===== config.mk =====
export PLATFORM = sky130hd
export DESIGN_NAME = adxl362_fifo_ctrl_flat
export DESIGN_NICKNAME = d
export VERILOG_FILES = /design/src/rtl/adxl362_fifo_ctrl_if.sv /design/src/rtl/adxl362_fifo_ctrl.sv /design/src/flat_wrapper.sv
export SDC_FILE = /design/constraint.sdc
export NUM_CORES = 1
export LEC_CHECK = 0
export ABC_AREA = 1
export CORE_MARGIN = 2
export CORE_UTILIZATION = 44
export CTS_CLUSTER_SIZE = 24
export DETAILED_ROUTE_END_ITERATION = 6
export PLACE_DENSITY = 0.77
export SYNTH_ARGS = -nofsm -noshare
export SYNTH_HDL_FRONTEND = slang
export SYNTH_SLANG_ARGS = --single-unit
export TNS_END_PERCENT = 20

===== constraint.sdc =====
create_clock -name clk -period 3 [get_ports clk]
set_input_delay 0.3 -clock clk [delete_from_list [all_inputs] [get_ports clk]]
set_output_delay 0.3 -clock clk [all_outputs]
set_load 0.1 [all_outputs]

===== src/rtl/adxl362_fifo_ctrl_if.sv =====
`default_nettype none
// ============================================================================
// Module : adxl362_fifo_ctrl_if
// Desc   : Port bundle between the FIFO controller and the 512x16 sample FIFO.
// Rev    : 1.0  initial release
// ============================================================================
interface adxl362_fifo_ctrl_if;
   logic [15:0] fifo_data_write;
   logic        fifo_write;
   logic        fifo_read;
   logic        fifo_flush;
   logic [15:0] fifo_data_read;
   logic        fifo_full;
   logic        fifo_empty;

   modport master (
      output fifo_data_write, fifo_write, fifo_read, fifo_flush,
      input  fifo_data_read, fifo_full, fifo_empty
   );

   modport slave (
      input  fifo_data_write, fifo_write, fifo_read, fifo_flush,
      output fifo_data_read, fifo_full, fifo_empty
   );
endinterface
`default_nettype wire


===== src/rtl/adxl362_fifo_ctrl.sv =====
`default_nettype none
// ============================================================================
// Module : adxl362_fifo_ctrl
// Desc   : ADXL362 FIFO sequencer: set packing, mode policy, SPI read sharing.
// Rev    : 1.0  initial release
// ============================================================================
module adxl362_fifo_ctrl #(
   parameter int DEPTH     = 512,
   parameter int CNT_WIDTH = 10
) (
   input  logic                 clk,
   input  logic                 rst,
   input  logic [1:0]           fifo_mode,
   input  logic                 fifo_temp,
   input  logic [8:0]           fifo_samples,
   input  logic                 flush_req,
   input  logic                 trigger,
   input  logic                 sample_valid,
   input  logic [11:0]          x_data,
   input  logic [11:0]          y_data,
   input  logic [11:0]          z_data,
   input  logic [11:0]          t_data,
   input  logic                 spi_rd_req,
   output logic [15:0]          spi_rd_data,
   output logic                 spi_rd_valid,
   adxl362_fifo_ctrl_if.master  fifo,
   output logic [CNT_WIDTH-1:0] entries,
   output logic                 watermark,
   output logic                 overrun
);
   localparam logic [1:0]           c_MODE_OFF    = 2'b00;
   localparam logic [1:0]           c_MODE_STREAM = 2'b10;
   localparam logic [1:0]           c_MODE_TRIG   = 2'b11;
   localparam logic [CNT_WIDTH-1:0] c_DEPTH_CNT   = CNT_WIDTH'(DEPTH);
   localparam logic [CNT_WIDTH:0]   c_DEPTH_EXT   = (CNT_WIDTH+1)'(DEPTH);

   typedef enum logic [2:0] {
      S_IDLE    = 3'd0,
      S_WR_HI   = 3'd1,
      S_WR_LO   = 3'd2,
      S_DISCARD = 3'd3,
      S_FLUSH   = 3'd4
   } state_t;

   state_t               r_state, w_state_nxt;
   logic [11:0]          r_x, r_y, r_z, r_t;
   logic                 r_temp;
   logic [1:0]           r_idx, r_disc;
   logic                 r_pending, r_triggered;
   logic [1:0]           r_mode_prev;
   logic [CNT_WIDTH-1:0] r_entries;
   logic                 r_watermark, r_overrun, r_spi_valid;
   logic [15:0]          r_spi_data;
   logic                 w_flush, w_over, w_keep_new, w_want_rd;
   logic                 w_start, w_drop, w_svc, w_write, w_read;
   logic [2:0]           w_n;
   logic [1:0]           w_last_idx;
   logic [CNT_WIDTH:0]   w_need;
   logic [11:0]          w_sel;

   assign w_flush    = flush_req || (fifo_mode == c_MODE_OFF && r_mode_prev != c_MODE_OFF);
   assign w_n        = fifo_temp ? 3'd4 : 3'd3;
   assign w_need     = {1'b0, r_entries} + (CNT_WIDTH+1)'(w_n);
   assign w_over     = (w_need > c_DEPTH_EXT) || fifo.fifo_full;
   // Stream mode, and triggered mode before its trigger, keep the newest data.
   assign w_keep_new = (fifo_mode == c_MODE_STREAM) || (fifo_mode == c_MODE_TRIG && !r_triggered);
   assign w_last_idx = r_temp ? 2'd3 : 2'd2;
   assign w_want_rd  = r_pending || spi_rd_req;

   always_ff @(posedge clk or negedge rst) begin
      if (!rst) r_state <= S_IDLE;
      else      r_state <= w_state_nxt;
   end

   always_comb begin
      w_state_nxt = r_state;
      w_start     = 1'b0;
      w_drop      = 1'b0;
      w_svc       = 1'b0;
      w_write     = 1'b0;
      w_read      = 1'b0;
      if (w_flush) begin
         w_state_nxt = S_FLUSH;
      end else begin
         case (r_state)
            S_IDLE: begin
               if (sample_valid && fifo_mode != c_MODE_OFF) begin
                  if (!w_over) begin
                     w_start     = 1'b1;
                     w_state_nxt = S_WR_HI;
                  end else if (w_keep_new) begin
                     w_start     = 1'b1;
                     w_state_nxt = S_DISCARD;
                  end else begin
                     w_drop = 1'b1;
                  end
               end
            end
            S_WR_HI: begin
               w_write     = 1'b1;
               w_state_nxt = S_WR_LO;
            end
            S_WR_LO:   w_state_nxt = (r_idx == w_last_idx) ? S_IDLE : S_WR_HI;
            S_DISCARD: begin
               w_read = 1'b1;
               if (r_disc == 2'd0) w_state_nxt = S_WR_HI;
            end
            S_FLUSH:   w_state_nxt = S_IDLE;
            default:   w_state_nxt = S_IDLE;
         endcase
         if (sample_valid && fifo_mode != c_MODE_OFF &&
             r_state != S_IDLE && r_state != S_FLUSH)
            w_drop = 1'b1;
         if (w_want_rd && r_state != S_DISCARD && r_state != S_FLUSH) begin
            w_svc = 1'b1;
            if (!fifo.fifo_empty) w_read = 1'b1;
         end
      end
   end

   always_comb begin
      w_sel = r_x;
      case (r_idx)
         2'd1:    w_sel = r_y;
         2'd2:    w_sel = r_z;
         2'd3:    w_sel = r_t;
         default: w_sel = r_x;
      endcase
   end

   // Entry index doubles as the tag: 00 X, 01 Y, 10 Z, 11 T.
   assign fifo.fifo_data_write = {r_idx, {2{w_sel[11]}}, w_sel};
   assign fifo.fifo_write      = w_write;
   assign fifo.fifo_read       = w_read;
   assign fifo.fifo_flush      = (r_state == S_FLUSH);

   always_ff @(posedge clk or negedge rst) begin
      if (!rst) begin
         r_x         <= '0;
         r_y         <= '0;
         r_z         <= '0;
         r_t         <= '0;
         r_temp      <= 1'b0;
         r_idx       <= '0;
         r_disc      <= '0;
         r_pending   <= 1'b0;
         r_triggered <= 1'b0;
         r_mode_prev <= c_MODE_OFF;
         r_entries   <= '0;
         r_watermark <= 1'b0;
         r_overrun   <= 1'b0;
         r_spi_valid <= 1'b0;
         r_spi_data  <= '0;
      end else begin
         r_mode_prev <= fifo_mode;
         r_spi_valid <= w_svc;
         r_watermark <= (fifo_samples != 9'd0) && (r_entries >= CNT_WIDTH'(fifo_samples));
         if (w_svc) r_spi_data <= fifo.fifo_empty ? 16'h0000 : fifo.fifo_data_read;
         if (w_start) begin
            r_x    <= x_data;
            r_y    <= y_data;
            r_z    <= z_data;
            r_t    <= t_data;
            r_temp <= fifo_temp;
            r_idx  <= 2'd0;
            r_disc <= 2'(w_n - 3'd1);
         end else if (r_state == S_WR_LO && w_state_nxt == S_WR_HI) begin
            r_idx <= r_idx + 2'd1;
         end
         if (r_state == S_DISCARD) r_disc <= r_disc - 2'd1;
         if (w_flush) begin
            r_entries   <= '0;
            r_overrun   <= 1'b0;
            r_triggered <= 1'b0;
            r_pending   <= 1'b0;
         end else begin
            case ({w_write, w_read})
               2'b10:   if (r_entries != c_DEPTH_CNT) r_entries <= r_entries + 1'b1;
               2'b01:   if (r_entries != '0)          r_entries <= r_entries - 1'b1;
               default: r_entries <= r_entries;
            endcase
            if (w_drop) r_overrun <= 1'b1;
            if (fifo_mode != c_MODE_TRIG) r_triggered <= 1'b0;
            else if (trigger)             r_triggered <= 1'b1;
            if (w_svc)           r_pending <= 1'b0;
            else if (spi_rd_req) r_pending <= 1'b1;
         end
      end
   end

   assign entries      = r_entries;
   assign watermark    = r_watermark;
   assign overrun      = r_overrun;
   assign spi_rd_data  = r_spi_data;
   assign spi_rd_valid = r_spi_valid;
endmodule
`default_nettype wire


===== src/flat_wrapper.sv =====
// flat-port wrapper written by rule: the top's interface ports become plain ports
module adxl362_fifo_ctrl_flat 
#(
   parameter int DEPTH     = 512,
   parameter int CNT_WIDTH = 10
)
  (clk, rst, fifo_mode, fifo_temp, fifo_samples, flush_req, trigger, sample_valid, x_data, y_data, z_data, t_data, spi_rd_req, spi_rd_data, spi_rd_valid, entries, watermark, overrun, fifo_fifo_data_write, fifo_fifo_write, fifo_fifo_read, fifo_fifo_flush, fifo_fifo_data_read, fifo_fifo_full, fifo_fifo_empty);
  adxl362_fifo_ctrl_if fifo_i ();
  input  logic clk;
  input  logic rst;
  input  logic [1:0] fifo_mode;
  input  logic fifo_temp;
  input  logic [8:0] fifo_samples;
  input  logic flush_req;
  input  logic trigger;
  input  logic sample_valid;
  input  logic [11:0] x_data;
  input  logic [11:0] y_data;
  input  logic [11:0] z_data;
  input  logic [11:0] t_data;
  input  logic spi_rd_req;
  output logic [15:0] spi_rd_data;
  output logic spi_rd_valid;
  output logic [CNT_WIDTH-1:0] entries;
  output logic watermark;
  output logic overrun;
  output wire logic [$bits(fifo_i.fifo_data_write)-1:0] fifo_fifo_data_write;
  output wire logic [$bits(fifo_i.fifo_write)-1:0] fifo_fifo_write;
  output wire logic [$bits(fifo_i.fifo_read)-1:0] fifo_fifo_read;
  output wire logic [$bits(fifo_i.fifo_flush)-1:0] fifo_fifo_flush;
  input wire logic [$bits(fifo_i.fifo_data_read)-1:0] fifo_fifo_data_read;
  input wire logic [$bits(fifo_i.fifo_full)-1:0] fifo_fifo_full;
  input wire logic [$bits(fifo_i.fifo_empty)-1:0] fifo_fifo_empty;
  assign fifo_fifo_data_write = fifo_i.fifo_data_write;
  assign fifo_fifo_write = fifo_i.fifo_write;
  assign fifo_fifo_read = fifo_i.fifo_read;
  assign fifo_fifo_flush = fifo_i.fifo_flush;
  assign fifo_i.fifo_data_read = fifo_fifo_data_read;
  assign fifo_i.fifo_full = fifo_fifo_full;
  assign fifo_i.fifo_empty = fifo_fifo_empty;
  adxl362_fifo_ctrl #(.DEPTH(DEPTH), .CNT_WIDTH(CNT_WIDTH)) u_core (.clk(clk), .rst(rst), .fifo_mode(fifo_mode), .fifo_temp(fifo_temp), .fifo_samples(fifo_samples), .flush_req(flush_req), .trigger(trigger), .sample_valid(sample_valid), .x_data(x_data), .y_data(y_data), .z_data(z_data), .t_data(t_data), .spi_rd_req(spi_rd_req), .spi_rd_data(spi_rd_data), .spi_rd_valid(spi_rd_valid), .fifo(fifo_i), .entries(entries), .watermark(watermark), .overrun(overrun));
endmodule

==> flow_metrics.tcl, run 1 <==
set metrics [dict create \
    root_buffer "clkbuf_8" \
    portBuffers 131 \
    synthFlopType "dfrtp_1" \
    worstPathCellList "nor2_2, nand2_2, nand3_2, nor2_2, inv_2, nor2_8, a21oi_4, clkinvlp_4, ha_4, buf_12, ha_4, nand3_2, nand3_2, nand2_2, nand2_2, a21oi_2, or2_4, a21oi_1, o21ai_0, nand3_1, nand2_1" \
    wl_per_cell_um 14.6 \
    grtUsageTotal_pct 22.6 \
    die_y_um 109 \
    cts_hold_buf 0 \
    switching_share_pct 43.4 \
    via_count 4522 \
    insertion_delay_ns 0.37 \
    synth_top_cell_by_area "dfrtp_1" \
    worst-setup-path-type "flop to flop" \
    top_layer "met4" \
    syn_area_per_cell_um2 8.26 \
    routabilityCongestion 0.856 \
    slew-limit-headroom_pct 34.7 \
    dp_hpwl_um 9720 \
    htreeDepth 3 \
    hold_viol 0 \
    r2r-start "u_core.r_state[1]" \
    firstDrtPassIters 5 \
    ys_seq_area_share_pct 46.2 \
    ys_types 38 \
    tns_ns 0 \
    die_area_um2 11800 \
    chipWidth_um 109 \
    hold_path.class "primary input to async pin" \
    met3_wirelength_um 759 \
    cts_buffer_depth 2 \
    std_cell_rows 38 \
    power.switching_mw 1.90 \
    start_util_pct 44.8 \
    outcome "finished clean" \
    p_seq_share_pct 36.1 \
    synth_top_area_share_pct 46.2 \
    critPathRequiredTime_ns 3.27 \
    async_reset_ff_share_pct 100 \
    postRouteAntennaNets 0 \
    netlist_top_cells_count "224 x nand2_1, 89 x dfrtp_1, 49 x inv_1, 31 x o21ai_0" \
    p_per_area_nw_per_um2 631 \
    setup_slack_ns 0.0867 \
    routed_via_density 5.08 \
    grt_pass1_vias 4534 \
    cts_tree "done" \
    slew_violations 0 \
    core-area_um2 10700 \
    cp.arrival_ns 3.18 \
    hold_ws_ns 0.00363 \
    skew_ns 0.0152 \
    max_cap_violations 0 \
    diodes 0 \
    netlist_instances 583 \
    setup_viol 0 \
    wl_met1_um 5910 \
    drt-total-wl_um 13000 \
    stdcell_count 890 \
    syn2layout_area_growth_pct 44.3 \
    worstSetupStartpoint "u_core.r_state[1]" \
    r2r_setup_slack_ns 0.09 \
    dp_cells 870 \
    crit_end "u_core.entries[8]" \
    synth_edf_count 0 \
    post-synth-top-count-cell "nand2_1" \
    p_leak_nw 3.44 \
    comb_power_share_pct 44.0 \
    grt_pass1_wl_um 21100 \
    finalNetCount 857 \
    ir_drop_mv 0.476 \
    synthTopCellsByArea "dfrtp_1 46%, nand2_1 17%, ha_1 6.8%" \
    fin_crit_ns 2.91 \
    tightestPinTransition_ns 0.977 \
    path_clk_slew_ns 0.10 \
    ys_ff_latch 89 \
    drtIter0Drc 349 \
    syn-cell-area_um2 4820 \
    endpoint_kind "flop" \
    intPower_mw 2.48 \
    wl_met2_um 6180 \
    io_pins 132 \
    post-route-drc-count 0 \
    grt_max_degree 59 \
    yosysWarnings 0 \
    worstSetupStartpointType "flop" \
    layout_worst_path_cycle_share_pct 97.1 \
    worstPathMaxFanout 5 \
    numCtsBuffers 9 \
    reg2reg_depth 21 \
    rsz0062_at_grt "true" \
    synth_nets 695 \
    totalPowerFinal_mw 4.38 \
    gr-total-overflow 0 \
    cp_slowest_cell "dfrtp_1" \
    fmax_ghz 0.343 \
    drive_gt1_share_pct 20.1 \
    slowest_delay_ns 0.42 \
    numClockSinks 89 \
    post-place-ws_ns -0.254 \
    reg2reg_to "u_core.entries[8]" \
    grt_antenna_before_repair 0 \
    p_clk_share_pct 20.0 \
]
## how the worst min path moves through the flow
stage                     startpoint           endpoint  slack (ns)  cells past startpoint
final                            rst      u_core.r_x[0]       0.004                      1
after CTS                        rst      u_core.r_x[7]        0.01                      1
after global routing             rst      u_core.r_x[7]        0.04                      1
after global placement           rst      u_core.r_x[0]        0.41                      1
after floorplan                  rst  u_core.entries[0]       0.004                      0
after detailed placement         rst     u_core.r_x[11]        0.42                      1
## layer usage
| layer | vias up | track usage (%) |
|---|---|---|
| met2 | 142 | 36.7 |
| li1 | 2218 | - |
| met3 | 13 | 4.72 |
| met5 | - | 0 |
| met1 | 2149 | 30.9 |
| met4 | 0 | 6.32 |
## area by class of cell
type,instances,area (µm²)
clock buffers,10,138
clock inverters,6,71.3
fillers,894,3800
inverters,54,211
multi-input cells,421,2420
flip-flops and latches,89,2230
well taps,140,175
repair buffers,170,1710
## cell families after synthesis
family,synth area share (%)
AO/OA/AOI/OAI,13.5
XOR/XNOR,0.546
adder cells (fa/ha/maj),7.59
buffers and inverters,7.30
flip-flops,46.2
AND/OR/NAND/NOR,24.8
## placed cells by master, fill, tap and decap left out, types with 5 or more instances in the layout
cell type and count:
a21oi_1 22, a21oi_2 7, a22o_1 29, buf_12 17, buf_4 65, clkbuf_8 10
clkdlybuf4s50_1 87, dfrtp_1 89, ha_1 22, inv_1 44, inv_2 8, nand2_1 220
nand2_2 5, nand3_1 16, nor2_1 20, o21ai_0 15, o21ai_1 12
## power groups by stage
stage               sequential (mW)  clock (mW)  combinational, mW
floorplan                      1.91           0              0.943
detailed placement             1.60           0               1.93
global route                   1.61       0.945               2.04
finish                         1.58       0.874               1.93
global placement               1.58           0               1.90
CTS                            1.58       0.900               1.94
## state kept, by name (all words and copies together) (netlist names), 2 cells and up
register            cells
u_core.r_idx            2
u_core.r_x             12
u_core.r_z             12
u_core.r_y             12
u_core.r_state          3
u_core.entries         10
u_core.r_t             12
u_core.r_mode_prev      2
u_core.spi_rd_data     16
u_core.r_disc           2
## critical path: cells and delay by family (launching register included)
| family | cells | cell delay [ns] |
|---|---|---|
| AO/OA/AOI/OAI | 4 | 0.44 |
| adder cells (fa/ha/maj) | 2 | 0.49 |
| buffers and inverters | 3 | 0.35 |
| flip-flops | 1 | 0.42 |
| AND/OR/NAND/NOR | 12 | 1.12 |
## stage by stage
stage	cell area, µm²	utilization, %
global placement	6640	61.8
detailed placement	6640	61.8
global route	6950	64.7
floorplan	4950	-
CTS	6850	63.8
finish	6950	64.7
## repair_timing
| item | in CTS | in global routing |
|---|---|---|
| endpoints found under the setup margin | 0 | 3 |
| resized for setup | 0 | 23 |
| buffers inserted | 0 | 4 |
Note: power is estimated with default switching activity, not from simulation.
==> run 2, diff against run 1 <==
--- a/config.mk
+++ b/config.mk
@@ -10,7 +10,7 @@
 export CORE_UTILIZATION = 44
 export CTS_CLUSTER_SIZE = 24
 export DETAILED_ROUTE_END_ITERATION = 6
-export PLACE_DENSITY = 0.77
+export PLACE_DENSITY_LB_ADDON = 0.3
 export SYNTH_ARGS = -nofsm -noshare
 export SYNTH_HDL_FRONTEND = slang
 export SYNTH_SLANG_ARGS = --single-unit
==> run 2 against run 1 <==
  * The flow now finishes with violations (setup timing)
  * Worst hold slack improved by 0.46 ns
  * Worst setup slack worse by 0.17 ns
  * Highest routed layer unchanged
  * Final area increased by 0.32%
  * Routed wire length up 1.5%
  * Clock skew is 0.00069 ns lower
==> flow_metrics.tcl, run 2 (synthesized netlist as in run 1, its figures left out) <==
set metrics [dict create \
    outcome "finished with violations" \
    failed_checks "setup timing" \
    numCtsBuffers 9 \
    insertion_delay_ns 0.36 \
    ff_latch_area_um2 2230 \
    layout_worst_path_cycle_share_pct 103 \
    hold_path.class "primary input to flop" \
    rsz0062_at_grt "true" \
    portBuffers 131 \
    grt_pass1_wl_um 21200 \
    tightestPinTransition_ns 0.975 \
    hold_viol 0 \
    nFillCells 900 \
    dp_hpwl_um 9680 \
    r2r_setup_slack_ns -0.08 \
    largest_reg_flops 16 \
    grt_max_degree 55 \
    path_common_cell "nand2_1" \
    fmax_ghz 0.325 \
    grt_pass1_vias 4540 \
    io_pins 132 \
    reg2reg_to "u_core.entries[8]" \
    slew_violations 0 \
    wl_per_cell_um 14.8 \
    drt-total-wl_um 13200 \
    worst-path-stages 24 \
    syn2layout_area_growth_pct 44.8 \
    utilization_pct 64.9 \
    worstPathMaxFanout 5 \
    numClockSinks 89 \
    hold_ws_ns 0.461 \
    drtIter0Drc 226 \
    holdCritStartpoint "y_data[10]" \
    postRouteAntennaNets 0 \
    start_util_pct 44.8 \
    path_clk_slew_ns 0.10 \
    root_buffer "clkbuf_8" \
    worstPathCellList "nor2_2, inv_2, nor2_4, inv_2, nand3_2, nor2_2, inv_2, nor2_8, a21oi_4, clkinvlp_4, ha_4, buf_4, ha_4, nand2_1, nand3_2, nand2_1, nand2_1, a21oi_2, or2_4, nand2_1, a21oi_2, nand2_1, nand3_1, nand2_1" \
    grtUsageTotal_pct 22.6 \
    core-area_um2 10700 \
    slowest_delay_ns 0.42 \
    ir_drop_mv 0.477 \
    die_area_um2 11800 \
    drive_gt1_share_pct 19.3 \
    routabilityCongestion 0.854 \
    final_common_cell "nand2_1" \
    setup_slack_ns -0.0791 \
    reg2reg_depth 24 \
    slew-limit-headroom_pct 34.8 \
    path_buf_inv 5 \
    endpoint_kind "flop" \
    skew_ns 0.0145 \
    cp_top_family "simple AND/OR/NAND/NOR gates" \
    max_cap_violations 0 \
    routed_via_density 5.15 \
    worst-setup-path-type "flop to flop" \
    p_per_area_nw_per_um2 633 \
    worstSetupStartpoint "u_core.r_state[2]" \
    totalPowerFinal_mw 4.41 \
    std_cell_rows 38 \
    multiInputGateArea_um2 2400 \
    via_count 4594 \
    grt_antenna_before_repair 0 \
    critPathRequiredTime_ns 3.26 \
    chipWidth_um 109 \
    firstDrtPassIters 5 \
    cts_buffer_depth 2 \
    die_y_um 109 \
    post-route-drc-count 0 \
    gr-total-overflow 0 \
    finalNetCount 859 \
    diodes 0 \
    setup_viol 1 \
    fin_crit_ns 3.08 \
    most-common-layout-cells "222 x nand2_1, 90 x clkdlybuf4s50_1, 89 x dfrtp_1, 62 x buf_4, 45 x inv_1" \
    cp.arrival_ns 3.34 \
    worstSetupStartpointType "flop" \
    crit_end "u_core.entries[8]" \
    cp_slowest_cell "dfrtp_1" \
    p_leak_nw 3.45 \
    htreeDepth 3 \
    r2r-start "u_core.r_state[2]" \
    cts_tree "done" \
]
[run 2: area by class of cell]
class | instances | area share, %
timing repair buffer | 172 | 25.1
sequential | 89 | 31.9
inverter | 54 | 3.03
clock inverter | 7 | 1.22
tap | 140 | 2.51
multi-input combinational | 421 | 34.4
clock buffer | 9 | 1.78
[run 2: metrics by stage]
| step | instance area [µm²] | cells | worst slack [ns] | setup TNS, ns |
|---|---|---|---|---|
| 2_1_floorplan | 4950 | 583 | -0.449 | -6.45 |
| 3_3_place_gp | 6650 | 869 | -0.0961 | -0.201 |
| 3_5_place_dp | 6650 | 869 | -0.237 | -0.880 |
| 4_1_cts | 6870 | 886 | 0.0476 | 0 |
| 5_1_grt | 6970 | 892 | -0.359 | -0.983 |
| 6_report | 6970 | 892 | -0.0791 | -0.0791 |
[run 2: worst min path at each step]
stage | depth (start not counted) | slack (ns) | endpoint
3_5_place_dp | 1 | 0.40 | u_core.watermark
4_1_cts | 3 | 0.45 | u_core.r_y[10]
5_1_grt | 3 | 0.44 | u_core.r_y[10]
6_report | 3 | 0.46 | u_core.r_y[10]
3_3_place_gp | 1 | 0.40 | u_core.watermark
2_1_floorplan | 0 | 0.004 | u_core.entries[0]
[run 2: worst register-to-register path, delay by kind of cell, from the launching register on]
family / cells / cell delay [ns]
compound gates: 3 / 0.46
buf+inv: 5 / 0.52
flops: 1 / 0.42
fa+ha+maj: 2 / 0.44
simple gates: 14 / 1.15
[run 2: where the power goes]
group	switching [mW]	internal (mW)	leakage (nW)	total, mW
combinational	1.30	0.640	2.20	1.94
sequential	0.147	1.44	1.15	1.58
clock	0.479	0.404	0.106	0.884
total	1.93	2.48	3.45	4.41
[run 2: layer usage]
metal	global-route usage, %	wire length [µm]	vias to the layer above
met5	0	0	-
met4	5.04	144	0
met3	4.66	788	12
met2	37.5	6490	163
met1	30.8	5780	2189
li1	-	-	2230
[run 2: repair_timing]
item,in CTS,in global routing
resized for setup,0,16
setup buffers,0,6
endpoints found under the setup margin,0,8
endpoints found under the hold margin,2,0
hold buffers,1,0
